===== src/rtl/multi_clk_counter.sv =====
// multi_clk_counter: per-channel prescaled interval counters with capture/ack handoff.
// Optional feature macro CLK_COUNTER_OVERRUN_EN adds sticky per-channel overrun flags.
module multi_clk_counter #(
  parameter int WIDTH    = 32,
  parameter int CHANNELS = 2,
  parameter int PRESCALE = 1,
  parameter int SATURATE = 0
) (
  input  logic                      clk,
  input  logic                      rst,
  input  logic [CHANNELS-1:0]       en,
  input  logic [CHANNELS-1:0]       clr,
  input  logic [CHANNELS-1:0]       cap,
  input  logic [CHANNELS-1:0]       cap_ack,
  output logic [CHANNELS*WIDTH-1:0] count,
  output logic [CHANNELS*WIDTH-1:0] cap_val,
  output logic [CHANNELS-1:0]       cap_valid,
  output logic [CHANNELS-1:0]       ovf
`ifdef CLK_COUNTER_OVERRUN_EN
  ,
  output logic [CHANNELS-1:0]       overrun
`endif
);

  localparam int PW = (PRESCALE > 1) ? $clog2(PRESCALE) : 1;
  localparam logic [PW-1:0] PMAX = PW'(PRESCALE - 1);
  localparam logic [WIDTH-1:0] ONE = WIDTH'(1);
  localparam logic [WIDTH-1:0] TOP = '1;

  logic [PW-1:0] psc;
  logic          tick;

  assign tick = (psc == PMAX);

  always_ff @(posedge clk or negedge rst) begin
    if (!rst) begin
      psc <= '0;
    end else if (tick) begin
      psc <= '0;
    end else begin
      psc <= psc + PW'(1);
    end
  end

  for (genvar i = 0; i < CHANNELS; i++) begin : g_ch
    logic [WIDTH-1:0] cnt;
    logic [WIDTH-1:0] cv;
    logic             vld;
    logic             of;
    logic             at_top;

    assign at_top = (cnt == TOP);

    // clr beats cap beats increment; a cap discards any same-cycle tick
    always_ff @(posedge clk or negedge rst) begin
      if (!rst) begin
        cnt <= '0;
        cv  <= '0;
        vld <= 1'b0;
        of  <= 1'b0;
      end else if (clr[i]) begin
        cnt <= '0;
        vld <= 1'b0;
        of  <= 1'b0;
      end else if (cap[i]) begin
        cv  <= cnt;
        cnt <= '0;
        vld <= 1'b1;
        of  <= 1'b0;
      end else begin
        if (cap_ack[i]) begin
          vld <= 1'b0;
        end
        if (en[i] && tick) begin
          if (at_top) begin
            of <= 1'b1;
          end
          if (SATURATE == 0 || !at_top) begin
            cnt <= cnt + ONE;
          end
        end
      end
    end

    assign count[i*WIDTH +: WIDTH]   = cnt;
    assign cap_val[i*WIDTH +: WIDTH] = cv;
    assign cap_valid[i]              = vld;
    assign ovf[i]                    = of;

`ifdef CLK_COUNTER_OVERRUN_EN
    logic orun;

    always_ff @(posedge clk or negedge rst) begin
      if (!rst) begin
        orun <= 1'b0;
      end else if (clr[i]) begin
        orun <= 1'b0;
      end else if (cap[i] && vld && !cap_ack[i]) begin
        orun <= 1'b1;
      end
    end

    assign overrun[i] = orun;
`endif
  end

endmodule


===== config.mk =====
export PLATFORM = sky130hd
export DESIGN_NAME = multi_clk_counter
export DESIGN_NICKNAME = d
export VERILOG_FILES = /design/src/rtl/multi_clk_counter.sv
export SDC_FILE = /design/constraint.sdc
export NUM_CORES = 1
export LEC_CHECK = 0
export BUFFER_PORTS_ARGS = -buffer_cell sky130_fd_sc_hd__buf_2
export CAP_MARGIN = 20
export CORE_MARGIN = 4
export CORE_UTILIZATION = 54
export DETAILED_ROUTE_END_ITERATION = 10
export GPL_TIMING_DRIVEN = 0
export HOLD_SLACK_MARGIN = 0.08
export PLACE_DENSITY = 0.92
export SLEW_MARGIN = 20
export SYNTH_ARGS = -nofsm -noshare
export SYNTH_HDL_FRONTEND = slang
export SYNTH_SLANG_ARGS = --single-unit

===== constraint.sdc =====
create_clock -name clk -period 2.71 [get_ports clk]
set_clock_uncertainty 0.05 [all_clocks]
set_input_delay 0.1355 -clock clk [delete_from_list [all_inputs] [get_ports clk]]
set_output_delay 0.1355 -clock clk [all_outputs]
set_load 0.05 [all_outputs]

==> tab_implementation.tex <==
\begin{tabular}{lr}
\hline
Metric & Value \\
\hline
\multicolumn{2}{l}{\textbf{Logic synthesis}} \\
\quad Post-synth cell types & 42 \\
\quad Async set-reset flop share out of synthesis & 100\% \\
\quad Post-Syn Area per Cell & 11.2 um2 \\
\quad Post-Synthesis Net Count & 549 \\
\quad \#FFs+latches synth & 132 \\
\quad Number of instances in the synthesized netlist & 537 \\
\quad Cell area after synthesis & 6000 um2 \\
\quad Sequential share of the synthesized area & 55.0\% \\
\quad Post-synth EDFFs & 0 \\
\quad Leading register cell type out of synthesis & sky130\_fd\_sc\_hd\_\_dfrtp\_1 \\
\quad Syn. warnings & 0 \\
\multicolumn{2}{l}{\textbf{GRT}} \\
\quad Via count of the first global-routing pass & 5,331 \\
\quad Number of antenna violations at the first check in global routing & 0 \\
\quad First-pass GRT wire length & 26,600 um \\
\quad Global route total overflow & 0 \\
\quad Maximum number of pins on one net before global-route repair & 85 \\
\quad Total global-route track usage & 25.7\% \\
\multicolumn{2}{l}{\textbf{Final layout}} \\
\quad Final std cells w/o fill & 858 \\
\quad Most common library cell in the layout ignoring fill and taps & sky130\_fd\_sc\_hd\_\_buf\_2 \\
\quad Multi-input gate area in the final layout & 2490 um2 \\
\quad Final-stage net count & 717 \\
\quad Area growth from synthesis to final layout & 26.4\% \\
\quad Share of post-route cells with drive strength above 1 & 34.7\% \\
\quad Final instance area & 7590 um2 \\
\quad Commonest non-fill, non-tap cells in the layout & sky130\_fd\_sc\_hd\_\_buf\_2 (143), sky130\_fd\_sc\_hd\_\_dfrtp\_1 (132), sky130\_fd\_sc\_hd\_\_mux2\_2 (58) \\
\quad Combined flip-flop and latch cell area & 3300 um2 \\
\quad Fillcell total & 725 \\
\quad \# diodes & 0 \\
\quad Post-layout utilization of the core & 70.0\% \\
\multicolumn{2}{l}{\textbf{CTS}} \\
\quad Clock buffer count from CTS & 17 \\
\quad Deepest clock path buffer count & 2 \\
\quad CTS Hold Bufs & 11 \\
\quad Number of buffers added for setup after CTS & 0 \\
\quad Cts repair resizes & 0 \\
\quad H-tree depth & 4 \\
\quad Clock tree from TritonCTS & yes \\
\quad Clock input transition at the sequential cells of the worst setup and hold paths & 0.06 ns \\
\quad Clk root buf & sky130\_fd\_sc\_hd\_\_clkbuf\_8 \\
\quad Clock latency of the later-clocked register in the worst-skew pair & 0.52 ns \\
\quad TritonCTS sink count & 132 \\
\multicolumn{2}{l}{\textbf{Job}} \\
\quad \# Max-Cap Violations & 0 \\
\multicolumn{2}{l}{\textbf{Die}} \\
\quad Row cnt & 38 \\
\quad Overall die width & 113 um \\
\quad I/O pins & 142 \\
\quad Die Ht & 113 um \\
\quad Area of the die & 12,900 um2 \\
\quad Placeable core region & 10,800 um2 \\
\quad Initial Util & 55.4\% \\
\multicolumn{2}{l}{\textbf{Timing}} \\
\quad Slew margin rel. & 28.6\% \\
\quad Final critical-path share of the clock period & 90.7\% \\
\quad Setup repair after global routing missed its margin & false \\
\quad Pin slew with the least headroom to its limit & 1.06 ns \\
\quad Setup Viol. Count Final & 0 \\
\quad Fmax & 0.407 GHz \\
\quad Final-report max-slew violation count & 0 \\
\quad Final Critical Period & 2.46 ns \\
\quad Count of final hold-check violations & 0 \\
\multicolumn{2}{l}{\textbf{Placement}} \\
\quad Post-detail-place hpwl & 10,900 um \\
\quad Placed inst area & 6900 um2 \\
\quad Placed Cells incl. Taps & 815 \\
\quad RD Place Congestion & 0.875 \\
\quad Count of buffers from port buffering & 137 \\
\multicolumn{2}{l}{\textbf{Route}} \\
\quad Count of vias placed by the detailed router & 5,197 \\
\quad Highest metal layer used by the detailed router & met4 \\
\quad Length of the first detailed-routing pass in iterations & 7 \\
\quad Drt total wl & 16,200 um \\
\quad Number of routed nets with antenna violations & 0 \\
\quad Vias per cell & 6.06 \\
\quad M1 WL & 6130 um \\
\quad Met2 Wirelength & 8350 um \\
\quad Post-route DRC violation count & 0 \\
\quad Initial detailed-routing violation count & 443 \\
\quad DR WL/cell & 18.8 um \\
\quad Met3 routed WL & 1290 um \\
\multicolumn{2}{l}{\textbf{Pwr}} \\
\quad Total power consumption of the routed design & 4.41 mW \\
\quad Total power density per cell area & 581 nW/um2 \\
\quad Static power due to leakage & 3.73 nW \\
\quad VDD IR max & 0.000397 V \\
\multicolumn{2}{l}{\textbf{Setup path}} \\
\quad Setup Crit Path Kind & reg2reg \\
\quad Endpoint kind of the worst setup timing path & flop \\
\quad Maximum fanout along the worst path & 8 \\
\quad Worst setup SP type & flop \\
\quad Data required time at the worst endpoint & 3.10 ns \\
\quad CP Data Arrival Time & 2.84 ns \\
\multicolumn{2}{l}{\textbf{Status}} \\
\quad Outcome & completed \\
\multicolumn{2}{l}{\textbf{Min path}} \\
\quad Path category of the worst min-delay check & in2reg \\
\hline
\end{tabular}
cells by family (layout without fill, tap and decap cells):
kind of cell | Yosys count | count (layout) | share of synthesized area, %
fa+ha+maj | 2 | 2 | 0.417
xor+xnor | 23 | 23 | 3.36
buf+inv | 47 | 228 | 3.48
simple gates | 184 | 184 | 17.3
mux | 62 | 62 | 11.5
compound gates | 87 | 87 | 8.86
flops | 132 | 132 | 55.0
critical path, cell delays in order, from the launching register on:
cell and delay (ns):
sky130_fd_sc_hd__dfrtp_1 0.48, sky130_fd_sc_hd__nand4_1 0.28, sky130_fd_sc_hd__or4_1 0.65, sky130_fd_sc_hd__clkbuf_1 0.23, sky130_fd_sc_hd__or4_1 0.50, sky130_fd_sc_hd__a21oi_1 0.18
registers in the layout, indices dropped and copies added, names as in the netlist:
name / cells
g_ch.cnt: 64
g_ch.cv: 64
g_ch.of: 2
g_ch.vld: 2
layer usage:
| layer | up-vias | global-route usage (%) |
|---|---|---|
| met4 | 0 | 9.94 |
| li1 | 2317 | - |
| met5 | - | 0 |
| met3 | 43 | 5.84 |
| met2 | 295 | 44.9 |
| met1 | 2542 | 30.9 |
cell usage after synthesis (2+ instances only):
master,instances,share of area [%]
sky130_fd_sc_hd__xor2_1,11,1.6
sky130_fd_sc_hd__mux2i_1,4,0.67
sky130_fd_sc_hd__buf_1,3,0.19
sky130_fd_sc_hd__mux2_2,58,11
sky130_fd_sc_hd__ha_1,2,0.42
sky130_fd_sc_hd__inv_1,10,0.63
sky130_fd_sc_hd__nand4_2,2,0.42
sky130_fd_sc_hd__nor3_1,6,0.50
sky130_fd_sc_hd__and3_1,5,0.52
sky130_fd_sc_hd__nand3_1,19,1.6
sky130_fd_sc_hd__nand2_1,34,2.1
sky130_fd_sc_hd__xnor2_1,12,1.8
sky130_fd_sc_hd__dfrtp_1,132,55
sky130_fd_sc_hd__o31ai_1,24,3.0
sky130_fd_sc_hd__or4_1,31,3.9
sky130_fd_sc_hd__nor4_1,6,0.63
sky130_fd_sc_hd__o41ai_1,2,0.29
sky130_fd_sc_hd__buf_4,4,0.50
sky130_fd_sc_hd__clkbuf_1,21,1.3
sky130_fd_sc_hd__nand2b_1,2,0.21
sky130_fd_sc_hd__nand4_1,17,1.8
sky130_fd_sc_hd__o21ai_0,18,1.5
sky130_fd_sc_hd__buf_2,7,0.58
sky130_fd_sc_hd__or3_1,15,1.6
sky130_fd_sc_hd__a21oi_1,35,2.9
sky130_fd_sc_hd__nor2_1,34,2.1
sky130_fd_sc_hd__and4_1,5,0.73
sky130_fd_sc_hd__or2_2,3,0.31
sky130_fd_sc_hd__o311ai_0,2,0.29
power breakdown:
part	switching [mW]	total [mW]	leakage, nW	internal (mW)
registers	0.00638	1.98	1.84	1.98
clock network	0.898	2.24	0.282	1.34
logic	0.131	0.187	1.61	0.0559
total	1.04	4.41	3.73	3.38
worst paths after layout:
path                                  from               to  slack, ns  cells past startpoint
max in group asynchronous              rst  g_ch[0].cnt[29]       0.69                      4
setup reg to reg           g_ch[1].cnt[14]  g_ch[1].cnt[29]       0.25                      5
min in group asynchronous              rst    g_ch[0].cv[2]       0.59                      3
hold reg to reg             g_ch[1].cv[13]   g_ch[1].cv[13]       0.43                      2
hold / removal                  cap_ack[0]      g_ch[0].vld       0.42                      5
setup / recovery           g_ch[1].cnt[14]  g_ch[1].cnt[29]       0.25                      5
stage by stage:
| stage | setup slack [ns] | hold slack, ns | TNS [ns] |
|---|---|---|---|
| finish | 0.251 | 0.422 | 0 |
| global route | 0.121 | 0.440 | 0 |
| global placement | -0.161 | 0.324 | -19.68 |
| floorplan | 0.310 | -0.210 | 0 |
| detailed placement | 0.397 | 0.0529 | 0 |
| CTS | 0.275 | 0.391 | 0 |
cell type report:
type | count | share of cell area, %
Tap cell | 140 | 2.31
Multi-Input combinational cell | 358 | 32.8
Sequential cell | 132 | 43.5
Clock inverter | 14 | 2.00
Timing Repair Buffer | 149 | 10.9
Buffer | 37 | 2.26
Inverter | 10 | 0.495
Clock buffer | 18 | 5.64
Power figures use the tool's default switching activity.
